## config.mk

```make
export PLATFORM = sky130hd
export DESIGN_NAME = scene_loader
export DESIGN_NICKNAME = d
export VERILOG_FILES = /design/src/rtl/scene_loader.sv
export SDC_FILE = /design/constraint.sdc
export NUM_CORES = 2
export LEC_CHECK = 0
export CAP_MARGIN = 20
export CORE_MARGIN = 8
export CORE_UTILIZATION = 32
export DETAILED_ROUTE_END_ITERATION = 6
export SYNTH_ARGS = -nofsm -noshare
export SYNTH_HDL_FRONTEND = slang
export SYNTH_SLANG_ARGS = --single-unit
```

## constraint.sdc

```tcl
create_clock -name clk -period 94.1 [get_ports clk]
set_input_delay 14.115 -clock clk [delete_from_list [all_inputs] [get_ports clk]]
set_output_delay 14.115 -clock clk [all_outputs]
set_load 0.05 [all_outputs]
```

## src/rtl/scene_loader.sv

```systemverilog
// scene_loader: parses the SPI command byte stream and writes the vertex,
// triangle, instance and transform RAMs. Vertex and triangle regions are
// handed out by bump pointers. A small model table remembers where each
// model was stored. max_inst and create_done are published to frame_driver.
module scene_loader #(
    parameter int MAX_VERT   = 8192,
    parameter int MAX_TRI    = 8192,
    parameter int MAX_MODELS = 16,
    parameter int VTX_W      = 108,
    parameter int VIDX_W     = 8,
    parameter int XF_W       = 288
) (
    input  logic                  clk,
    input  logic                  rst,
    input  logic                  in_valid,
    input  logic [7:0]            in_data,
    output logic                  in_ready,
    output logic                  vert_we,
    output logic [12:0]           vert_waddr,
    output logic [VTX_W-1:0]      vert_wdata,
    output logic                  tri_we,
    output logic [12:0]           tri_waddr,
    output logic [3*VIDX_W-1:0]   tri_wdata,
    output logic                  inst_we,
    output logic [7:0]            inst_waddr,
    output logic [33:0]           inst_wdata,
    output logic                  xf_we,
    output logic [7:0]            xf_waddr,
    output logic [XF_W-1:0]       xf_wdata,
    output logic [7:0]            max_inst,
    output logic                  create_done,
    output logic                  err
);
    localparam int TRI_W     = 3 * VIDX_W;
    localparam int VTX_BYTES = (VTX_W + 7) / 8;
    localparam int TRI_BYTES = (TRI_W + 7) / 8;
    localparam int XF_BYTES  = (XF_W + 7) / 8;
    localparam int SH_BYTES0 = (VTX_BYTES > TRI_BYTES) ? VTX_BYTES : TRI_BYTES;
    localparam int SH_BYTES  = (XF_BYTES > SH_BYTES0) ? XF_BYTES : SH_BYTES0;
    localparam int SH_W      = 8 * SH_BYTES;
    localparam int BI_W      = $clog2(SH_BYTES + 1);
    localparam int MID_W     = $clog2(MAX_MODELS);
    localparam int PTR_W     = 14;
    localparam int DC_W      = 16;

    localparam logic [7:0] OP_LOAD   = 8'hA1;
    localparam logic [7:0] OP_CREATE = 8'hA2;
    localparam logic [7:0] OP_CAMERA = 8'hA3;
    localparam logic [7:0] OP_UPDATE = 8'hA4;
    localparam logic [7:0] OP_COMMIT = 8'hA5;
    localparam logic [7:0] OP_CLEAR  = 8'hA6;

    typedef enum logic [2:0] {S_IDLE, S_HDR, S_PAYLOAD, S_WRITE, S_DISCARD} state_t;
    typedef enum logic [1:0] {C_LOAD, C_CREATE, C_CAMERA, C_UPDATE} cmd_t;
    typedef enum logic [1:0] {SEC_VERT, SEC_TRI, SEC_XF} sect_t;

    state_t             state;
    cmd_t               cmd;
    sect_t              sect;
    logic [1:0]         hdr_cnt;
    logic [7:0]         mid;
    logic [7:0]         vcnt;
    logic [7:0]         tcnt;
    logic [7:0]         target;
    logic [7:0]         word_idx;
    logic [BI_W-1:0]    byte_idx;
    logic [DC_W-1:0]    disc_cnt;
    logic [SH_W-1:0]    shift;
    logic [PTR_W-1:0]   vert_ptr;
    logic [PTR_W-1:0]   tri_ptr;
    logic [8:0]         next_inst;

    // Model table: region bases and triangle count per model id.
    logic [12:0]           tbl_vbase [MAX_MODELS];
    logic [12:0]           tbl_tbase [MAX_MODELS];
    logic [7:0]            tbl_tcnt  [MAX_MODELS];
    logic [MAX_MODELS-1:0] tbl_valid;

    logic [MID_W-1:0]   mid_i;
    logic               accept;
    logic [SH_W-1:0]    shift_next;
    logic [BI_W-1:0]    sect_last;
    logic [7:0]         sect_words;
    logic               word_last;
    logic               tri_bad;
    logic [14:0]        vert_end;
    logic [14:0]        tri_end;
    logic               load_bad;
    logic               create_bad;
    logic               update_bad;
    logic [DC_W-1:0]    load_bytes;
    logic               tbl_we;

    assign mid_i      = mid[MID_W-1:0];
    assign accept     = in_valid && in_ready;
    // Words arrive MSB first, so each new byte enters at the bottom; pad bits
    // of the first byte end up above the word and are simply not taken.
    assign shift_next = {shift[SH_W-9:0], in_data};
    assign word_last  = ({1'b0, word_idx} + 9'd1) == {1'b0, sect_words};
    assign tri_bad    = (shift_next[TRI_W-1 -: VIDX_W] >= vcnt) ||
                        (shift_next[2*VIDX_W-1 -: VIDX_W] >= vcnt) ||
                        (shift_next[VIDX_W-1:0] >= vcnt);

    // LOAD_MODEL header checks, evaluated while tcnt is the byte on in_data.
    assign vert_end   = 15'(vert_ptr) + 15'(vcnt);
    assign tri_end    = 15'(tri_ptr) + 15'(in_data);
    assign load_bad   = (32'(mid) >= 32'(MAX_MODELS)) || (vcnt == 8'd0) || (in_data == 8'd0) ||
                        (vert_end > 15'(MAX_VERT)) || (tri_end > 15'(MAX_TRI));
    assign load_bytes = DC_W'(vcnt) * DC_W'(VTX_BYTES) + DC_W'(in_data) * DC_W'(TRI_BYTES);

    // CREATE_INST / UPDATE_INST checks on the single header byte.
    assign create_bad = (32'(in_data) >= 32'(MAX_MODELS)) ||
                        !tbl_valid[in_data[MID_W-1:0]] || next_inst[8];
    assign update_bad = (in_data == 8'd0) || (in_data > max_inst);

    assign tbl_we     = (state == S_WRITE) && (sect == SEC_TRI) && word_last;

    // Byte length and word count of the section currently being received.
    always_comb begin
        // NOTE: every always_comb output gets a default first so no latch is inferred.
        sect_last  = BI_W'(XF_BYTES - 1);
        sect_words = 8'd1;
        case (sect)
            SEC_VERT: begin
                sect_last  = BI_W'(VTX_BYTES - 1);
                sect_words = vcnt;
            end
            SEC_TRI: begin
                sect_last  = BI_W'(TRI_BYTES - 1);
                sect_words = tcnt;
            end
            default: ;
        endcase
    end

    // Record a model's region when its last triangle is written.
    // NOTE: table payload is not reset; the valid bits alone gate every lookup.
    always_ff @(posedge clk) begin
        if (tbl_we) begin
            tbl_vbase[mid_i] <= vert_ptr[12:0];
            tbl_tbase[mid_i] <= tri_ptr[12:0];
            tbl_tcnt[mid_i]  <= tcnt;
        end
    end

    // Command parser FSM with registered write strobes and scene state.
    always_ff @(posedge clk or posedge rst) begin
        if (rst) begin
            state       <= S_IDLE;
            cmd         <= C_LOAD;
            sect        <= SEC_VERT;
            hdr_cnt     <= '0;
            mid         <= '0;
            vcnt        <= '0;
            tcnt        <= '0;
            target      <= '0;
            word_idx    <= '0;
            byte_idx    <= '0;
            disc_cnt    <= '0;
            shift       <= '0;
            vert_ptr    <= '0;
            tri_ptr     <= '0;
            next_inst   <= 9'd1;
            tbl_valid   <= '0;
            in_ready    <= 1'b1;
            vert_we     <= 1'b0;
            vert_waddr  <= '0;
            vert_wdata  <= '0;
            tri_we      <= 1'b0;
            tri_waddr   <= '0;
            tri_wdata   <= '0;
            inst_we     <= 1'b0;
            inst_waddr  <= '0;
            inst_wdata  <= '0;
            xf_we       <= 1'b0;
            xf_waddr    <= '0;
            xf_wdata    <= '0;
            max_inst    <= '0;
            create_done <= 1'b0;
            err         <= 1'b0;
        end else begin
            // NOTE: strobes default low here so any write pulses exactly one cycle.
            vert_we <= 1'b0;
            tri_we  <= 1'b0;
            inst_we <= 1'b0;
            xf_we   <= 1'b0;
            case (state)
                S_IDLE: if (accept) begin
                    hdr_cnt  <= '0;
                    word_idx <= '0;
                    byte_idx <= '0;
                    case (in_data)
                        OP_LOAD: begin
                            cmd   <= C_LOAD;
                            state <= S_HDR;
                        end
                        OP_CREATE: begin
                            cmd   <= C_CREATE;
                            state <= S_HDR;
                        end
                        OP_CAMERA: begin
                            cmd    <= C_CAMERA;
                            target <= 8'd0;
                            sect   <= SEC_XF;
                            state  <= S_PAYLOAD;
                        end
                        OP_UPDATE: begin
                            cmd   <= C_UPDATE;
                            state <= S_HDR;
                        end
                        OP_COMMIT: create_done <= 1'b1;
                        OP_CLEAR: begin
                            vert_ptr    <= '0;
                            tri_ptr     <= '0;
                            next_inst   <= 9'd1;
                            max_inst    <= '0;
                            tbl_valid   <= '0;
                            create_done <= 1'b0;
                            err         <= 1'b0;
                        end
                        default: err <= 1'b1;
                    endcase
                end
                S_HDR: if (accept) begin
                    hdr_cnt <= hdr_cnt + 2'd1;
                    case (cmd)
                        C_LOAD: begin
                            case (hdr_cnt)
                                2'd0: mid  <= in_data;
                                2'd1: vcnt <= in_data;
                                default: begin
                                    tcnt <= in_data;
                                    sect <= SEC_VERT;
                                    if (load_bad) begin
                                        err      <= 1'b1;
                                        disc_cnt <= load_bytes;
                                        state    <= (load_bytes == '0) ? S_IDLE : S_DISCARD;
                                    end else begin
                                        state <= S_PAYLOAD;
                                    end
                                end
                            endcase
                        end
                        C_CREATE: begin
                            mid    <= in_data;
                            target <= next_inst[7:0];
                            sect   <= SEC_XF;
                            if (create_bad) begin
                                err      <= 1'b1;
                                disc_cnt <= DC_W'(XF_BYTES);
                                state    <= S_DISCARD;
                            end else begin
                                state <= S_PAYLOAD;
                            end
                        end
                        default: begin
                            target <= in_data;
                            sect   <= SEC_XF;
                            if (update_bad) begin
                                err      <= 1'b1;
                                disc_cnt <= DC_W'(XF_BYTES);
                                state    <= S_DISCARD;
                            end else begin
                                state <= S_PAYLOAD;
                            end
                        end
                    endcase
                end
                S_PAYLOAD: if (accept) begin
                    shift <= shift_next;
                    if (byte_idx == sect_last) begin
                        byte_idx <= '0;
                        in_ready <= 1'b0;
                        state    <= S_WRITE;
                        case (sect)
                            SEC_VERT: begin
                                vert_we    <= 1'b1;
                                vert_waddr <= vert_ptr[12:0] + 13'(word_idx);
                                vert_wdata <= shift_next[VTX_W-1:0];
                            end
                            SEC_TRI: begin
                                tri_we    <= 1'b1;
                                tri_waddr <= tri_ptr[12:0] + 13'(word_idx);
                                tri_wdata <= shift_next[TRI_W-1:0];
                                if (tri_bad) err <= 1'b1;
                            end
                            default: begin
                                xf_we    <= 1'b1;
                                xf_waddr <= target;
                                xf_wdata <= shift_next[XF_W-1:0];
                                if (cmd == C_CREATE) begin
                                    inst_we    <= 1'b1;
                                    inst_waddr <= target;
                                    inst_wdata <= {tbl_vbase[mid_i], tbl_tbase[mid_i], tbl_tcnt[mid_i]};
                                end
                            end
                        endcase
                    end else begin
                        byte_idx <= byte_idx + 1'b1;
                    end
                end
                S_WRITE: begin
                    in_ready <= 1'b1;
                    state    <= S_PAYLOAD;
                    case (sect)
                        SEC_VERT: begin
                            if (word_last) begin
                                sect     <= SEC_TRI;
                                word_idx <= '0;
                            end else begin
                                word_idx <= word_idx + 8'd1;
                            end
                        end
                        SEC_TRI: begin
                            if (word_last) begin
                                tbl_valid[mid_i] <= 1'b1;
                                vert_ptr         <= vert_ptr + PTR_W'(vcnt);
                                tri_ptr          <= tri_ptr + PTR_W'(tcnt);
                                state            <= S_IDLE;
                            end else begin
                                word_idx <= word_idx + 8'd1;
                            end
                        end
                        default: begin
                            if (cmd == C_CREATE) begin
                                max_inst  <= target;
                                next_inst <= next_inst + 9'd1;
                            end
                            state <= S_IDLE;
                        end
                    endcase
                end
                S_DISCARD: if (accept) begin
                    disc_cnt <= disc_cnt - 1'b1;
                    if (disc_cnt == DC_W'(1)) state <= S_IDLE;
                end
                default: state <= S_IDLE;
            endcase
        end
    end
endmodule

```

== Yosys cells after proc, flatten, opt, wreduce, memory -nomap -nowiden ==
Memory sizes are Yosys's and may differ from the RTL's. A register that Yosys moved wholly into a read port is not among the register bits.
Index checks and enable logic that the tools add are counted.
Cells by class
  add/sub/neg operators: 13
  multipliers: 2
  divide/modulo/power cells: 0
  magnitude comparators: 11
  eq/ne operators: 41
  shifts and indexed selects: 0
  muxes and demuxes: 117
  bitwise operators: 3
  reduce and logical (&&, ||, !) cells: 56
Operator list (number)
  $mux W16: 10
  $pmux W8 S2: 7
  $pmux W16 S2: 3
  $mux W8: 11
  $mux W14: 6
  $pmux W14 S2: 2
  $eq A8 B8 Y1 const B: 6
  $mux W9: 4
  $mux W1: 33
  $mux W3: 11
  $add A14 B8 Y15: 2
  $gt A15 B14 Y1 const B: 2
  $add A14 B8 Y14: 2
  $reduce_and A4 Y1: 7
  $add A13 B8 Y13: 2
  $ge A8 B8 Y1: 3
  $ne A2 B2 Y1 const B: 12
  $pmux W6 S2: 2
  $mux W2: 10
  $reduce_and A5 Y1: 4
  $mux W6: 3
  $pmux W9 S2: 1
  $eq A16 B1 Y1 const B: 1
  $ge A8 B5 Y1 const B: 2
  52 further kinds: 97
Word-level totals
  register bits after elaboration: 881
  latch bits: 0
  RAM bits: 544
  ROM bits: 0
  bits of input ports: 11
  output and inout bits: 511
  logic and storage cells: 277
  memories kept: 3
Memory list
  tbl_tbase: depth 16, width 13, read ports 1, clocked after memory_dff 1, write ports 1, line 75  | logic [12:0] tbl_tbase [MAX_MODELS];
  tbl_vbase: depth 16, width 13, read ports 1, clocked after memory_dff 1, write ports 1, line 74  | logic [12:0] tbl_vbase [MAX_MODELS];
  tbl_tcnt: depth 16, width 8, read ports 1, clocked after memory_dff 1, write ports 1, line 76  | logic [7:0] tbl_tcnt [MAX_MODELS];

== Depth between registers and ports, before layout ==
  depth in word-level cells: 10
  mapped depth: 18
  mapped depth without buffers: 18

== Least setup slack after synthesis ==
Ideal clock, no wire load.
  path kind: input -> register
  start point: input port in_data[1]
  end point: register state[2]
  setup time: 0.120 ns
  arrival: 17.287 ns
  required time: 93.980 ns
  slack: 76.693 ns
  cell stages on the path: 15
  buffers on the path: 1
  cell sequence: clkbuf_1 > inv_1 > fa_1 > inv_1 > ha_1 > fa_1 > a21o_1 > a21oi_1 > nand2b_1 > nand2_1 > o211ai_1 > nand3_1 > o21a_1 > or4_1 > a31o_2
On the way
  longest elaborated chain between the ends: 9
  elaborated cells between the ends (all ways): 32
  classes of those cells: add/sub: 2; mul: 1; order compare: 3; eq/ne: 5; mux: 10; reduce/logical: 11
Ends and longest elaborated chain
  start, declared: line 16  | input logic [7:0] in_data,
  $mul A8 B2 Y10, or another cell as far along: line 109  | assign load_bytes = DC_W'(vcnt) * DC_W'(VTX_BYTES) + DC_W'(in_data) * DC_W'(TRI_BYTES);
  $add A12 B10 Y13, or another cell as far along: line 109
  $logic_not A16 Y1, or another cell as far along: line 237  | state <= (load_bytes == '0) ? S_IDLE : S_DISCARD;
  $mux W3, or another cell as far along: line 237
  $mux W3 or $logic_or A1 B1 Y1 (tied branches): line 234, 113
  $mux W3 (on tied branches): line 228, 248
  $pmux W3 S2: line 226  | case (cmd)
  $mux W3: line 224  | S_HDR: if (accept) begin
  $pmux W3 S5: line 187  | case (state)
  end signal, assigned: line 237
  end, declared: line 57  | state_t state;
Parallel ways exist; a longest one is shown, timed or not. The select of a mux whose other input is x is not followed.
A chain may end at the register's enable or synchronous reset.

== Worst setup path in the final report ==
  start point: input port in_valid
  end point: register inst_wdata[19], read port of tbl_tbase
On the way
  longest elaborated chain between the ends: 2
Ends and longest elaborated chain
  start, declared: line 15  | input logic in_valid,
  $logic_and A1 B1 Y1: line 95  | assign accept = in_valid && in_ready;
  $reduce_and A5 Y1 (no source line)
  end, declared: line 26  | output logic [33:0] inst_wdata,
No other way between the ends.

==> impl_summary.log <==
INFO  metric cellLeakagePower = 32.2 nW
INFO  metric end_kind = flip-flop
INFO  metric cts_repair_resize_count = 0
INFO  metric die_x = ~450 µm
INFO  metric drt-wirelength-per-cell = 22.0 µm
INFO  metric finalHoldViolations = 0
INFO  metric clock_tree_from_tritoncts = yes
INFO  metric setup_slack = roughly 76 ns
INFO  metric clk_transition_reported_paths = around 0.060 ns
INFO  metric syn_nets = 5301
INFO  metric ys.flop_type = dfrtp_1
INFO  metric grt_pass1_vias = slightly above 40k
INFO  metric crit_arrival = around 19 ns
INFO  metric place.detailed.hpwl = 117000 µm
INFO  metric placement_rows = 159
INFO  metric largest_family_of_logic_cells_by_synthesized_area = simple AND/OR/NAND/NOR gates
INFO  metric die_area = 202000 µm²
INFO  metric timing.slew.headroom = 0.280
INFO  metric pin_count_of_the_biggest_net_entering_global_routing = 192
INFO  metric yosys_warnings = 0
INFO  metric design.core.area = 187000 µm²
INFO  metric worstSetupStartpointType = input pin
INFO  metric n_fill_cell = 17.9k
INFO  metric max-cap-violations = 0
INFO  metric timing_worst_setup_path_type = in2reg
INFO  metric finalSetupTns = 0 ns
INFO  metric grt-ovfl-total = 0
INFO  metric dr.max_layer_used = met4
INFO  metric drtIter0Drc = 3410
INFO  metric synth_area = 60200 µm²
INFO  metric vias_per_cell = 4.87
INFO  metric syn2layout_area_growth = 22.1%
INFO  metric grt_first_pass_wirelength = 271000 µm
INFO  metric cp_data_required_time = approximately 95 ns
INFO  metric drcViolationCount = 0
INFO  metric die_h = 450 µm
INFO  metric io_buffers = 521
INFO  metric outcome = finished, final reports clean
INFO  metric cts_setup_buffers = 0
INFO  metric number_of_synthesized_flops_with_an_enable_pin = 544
INFO  metric drtPass1Iterations = 6
INFO  metric fin_crit_sh = 0.194
INFO  metric rsz0062_at_grt = false
INFO  metric wl_met2 = 87000 µm
INFO  metric timing.final.max_slew_violations = 0
INFO  metric clock_latency_on_the_worst_skew_pair = roughly 0.80 ns
INFO  metric synthAdderAreaFrac = 0.0307
INFO  metric synthCells = 5155
INFO  metric worst-path-max-fanout = 110
INFO  metric cts.root.buffer_cell = clkbuf_16
INFO  metric ctsHoldBuffers = 0
INFO  metric area_share_of_and_or_nand_nor_cells_after_synthesis = 0.165
INFO  metric achievable-frequency = between 0.05 and 0.06 GHz
INFO  metric route.vias.total = 40.2k
INFO  metric synth-xor-area-share = 0.0105
INFO  metric route.antenna.remaining_nets = 0
INFO  metric cts.sinks = 1459
INFO  metric routed_wire_length = 182000 µm
INFO  metric detailedPlace.worstSlack = between 70 and 80 ns
INFO  metric vdd_ir_drop_max = 0.0243 mV
INFO  metric gpl_congestion = 0.838
INFO  metric min_period = 18.26 ns
INFO  metric drive_above_1_share = 0.101
INFO  metric wl_met3 = between 10000 and 15000 µm
INFO  metric numCtsBuffers = 155
INFO  metric power_per_cell_area = between 20 and 25 nW/µm²
INFO  metric final_antenna_diode_count = 0
INFO  metric starting_utilization_of_the_core_area = 0.321
INFO  metric synth_compound_area_frac = 0.0436
INFO  metric clock-skew-final = 0.0463 ns
INFO  metric synth.avg_cell_area = 11.7 µm²
INFO  metric cts-root-to-sink-buffers = 3
INFO  metric grt_antenna_before_repair = 2
INFO  metric grt.total_usage = 0.175
INFO  metric power = 0.00176 W
INFO  metric design_area = 73500 µm²
INFO  metric synth_mux_area_frac = 0.0767
INFO  metric synth_cell_types = 85
INFO  metric ys_async_sr_fraction = 0.627
INFO  metric htree_num_levels = 4
INFO  metric postPlaceCellArea = 68200 µm²
INFO  metric seq_area_frac_synth = 0.652
INFO  metric routedLengthMet1 = 73800 µm
INFO  metric boundaryPins = approximately 520
INFO  metric setup_viol = 0
INFO  metric layout.nets = 5787
INFO  metric min-delay-path-class = reg2reg
INFO  metric worst-slew-pin-transition = 1.05 ns
INFO  metric synth-seq-cells = 1459
-- power breakdown --
part | total (W) | switching (W) | internal (W) | leakage (nW)
Sequential | 0.000776 | 0.0000744 | 0.000701 | 17.3
Combinational | 0.000358 | 0.000210 | 0.000148 | 12.4
Clock | 0.000627 | 0.000265 | 0.000362 | 2.54
-- kinds of logic after synthesis --
family	count (synthesis)
XOR/XNOR	72
AND/OR/NAND/NOR	2514
buffers and inverters	327
flip-flops	1459
adder cells (fa/ha/maj)	135
AO/OA/AOI/OAI	412
multiplexers	236
-- layer usage --
layer,track usage,vias up
met5,0,-
met4,0.0668,0
met3,0.0503,262
met2,0.285,1163
met1,0.221,20400
li1,-,18400
-- layout make-up --
type / instances / area, µm² / share of cell area
Clock buffer: 211 / 4320 / 0.0588
Timing Repair Buffer: 587 / 5810 / 0.0791
Sequential cell: 1459 / 39200 / 0.534
Tap cell: 2495 / 3120 / 0.0425
Multi-Input combinational cell: 3369 / 19800 / 0.269
Clock inverter: 70 / 913 / 0.0124
Inverter: 69 / 275 / 0.00375
-- cell usage in the layout, fill, tap and decap left out, drive strengths merged, types with 10 or more instances in the layout --
cell	Yosys	layout
nor3	26	26
dfrtp	913	913
nand3	53	53
o21ai	153	153
ha	114	114
and3	12	12
nor2	126	126
o21a	10	10
nor2b	14	14
xnor2	39	39
clkbuf	191	211
mux4	175	175
a21oi	74	74
inv	68	77
a211oi	10	10
clkdlybuf4s50	0	521
bufinv	0	13
o211ai	11	11
buf	67	66
nor4	11	11
nand4	22	22
a31oi	32	32
and2	12	12
mux2	53	53
clkinv	1	43
o31ai	29	29
o21bai	13	13
xor2	33	33
a21o	18	18
edfxtp	544	544
or3	11	11
fa	21	21
nand2	2187	2187
nand2b	15	15
-- cells in the mapped netlist, types with 5 or more instances --
master | n | area [µm²]
a211oi_1 | 10 | 75.1
o21a_1 | 10 | 75.1
o22ai_1 | 7 | 43.8
nand4_1 | 22 | 138
o211ai_1 | 10 | 75.1
or3_1 | 11 | 68.8
fa_1 | 21 | 420
o31ai_1 | 29 | 218
inv_1 | 66 | 248
buf_2 | 42 | 210
clkbuf_1 | 191 | 717
buf_1 | 19 | 71.3
xor2_1 | 33 | 289
nor2_1 | 125 | 469
ha_1 | 114 | 1430
a22o_1 | 7 | 61.3
nand3b_1 | 5 | 37.5
a21o_1 | 18 | 135
mux4_2 | 175 | 3940
nor4_1 | 10 | 62.6
a21oi_1 | 74 | 370
a31oi_1 | 32 | 200
xnor2_1 | 39 | 342
and2_1 | 10 | 62.6
o21bai_1 | 13 | 97.6
or4_1 | 6 | 45.0
nand3_1 | 53 | 265
and3_1 | 11 | 68.8
mux2_2 | 51 | 574
nor2b_1 | 14 | 87.6
dfrtp_1 | 913 | 22800
nand2b_1 | 15 | 93.8
edfxtp_1 | 544 | 16300
mux2i_1 | 8 | 80.1
nor3_1 | 24 | 120
or2_2 | 5 | 31.3
o21ai_0 | 149 | 746
nand2_1 | 2186 | 8210
-- path summary, 6_finish.rpt --
kind	slack, ns	endpoint	from	cells past startpoint
setup / recovery	75.84	inst_wdata[19]	in_valid	9
hold / removal	0.46	xf_wdata[264]	shift[256]	2
min in group asynchronous	13.83	shift[153]	rst	2
setup reg to reg	88.95	inst_wdata[19]	state[0]	8
hold reg to reg	0.46	xf_wdata[264]	shift[256]	2
max in group asynchronous	77.53	vert_wdata[97]	rst	5
-- through the flow --
stage,instances,utilization,hold WS (ns)
2_1_floorplan,5155,-,0.439
3_3_place_gp,7975,0.364,0.457
3_5_place_dp,7977,0.364,0.458
4_1_cts,8258,0.392,0.473
5_1_grt,8260,0.392,0.487
6_report,8260,0.392,0.460
-- registers in the layout (all words and copies together), names as in the netlist, 9 cells and up --
| register | count |
|---|---|
| disc_cnt | 16 |
| inst_wdata | 34 |
| next_inst | 9 |
| shift | 280 |
| tbl_tbase | 208 |
| tbl_tcnt | 128 |
| tbl_valid | 16 |
| tbl_vbase | 208 |
| tri_ptr | 14 |
| tri_waddr | 13 |
| tri_wdata | 24 |
| vert_ptr | 14 |
| vert_waddr | 13 |
| vert_wdata | 108 |
| xf_wdata | 288 |
-- critical path: stages --
cell,delay (ns)
clkdlybuf4s50_1,0.48
and2_1,0.44
nand3_4,0.67
nor2_1,0.84
nand2_8,0.42
inv_8,0.69
nand2_2,0.54
buf_12,0.34
mux2_2,0.30
No activity file was read; power rests on OpenSTA's default activity.
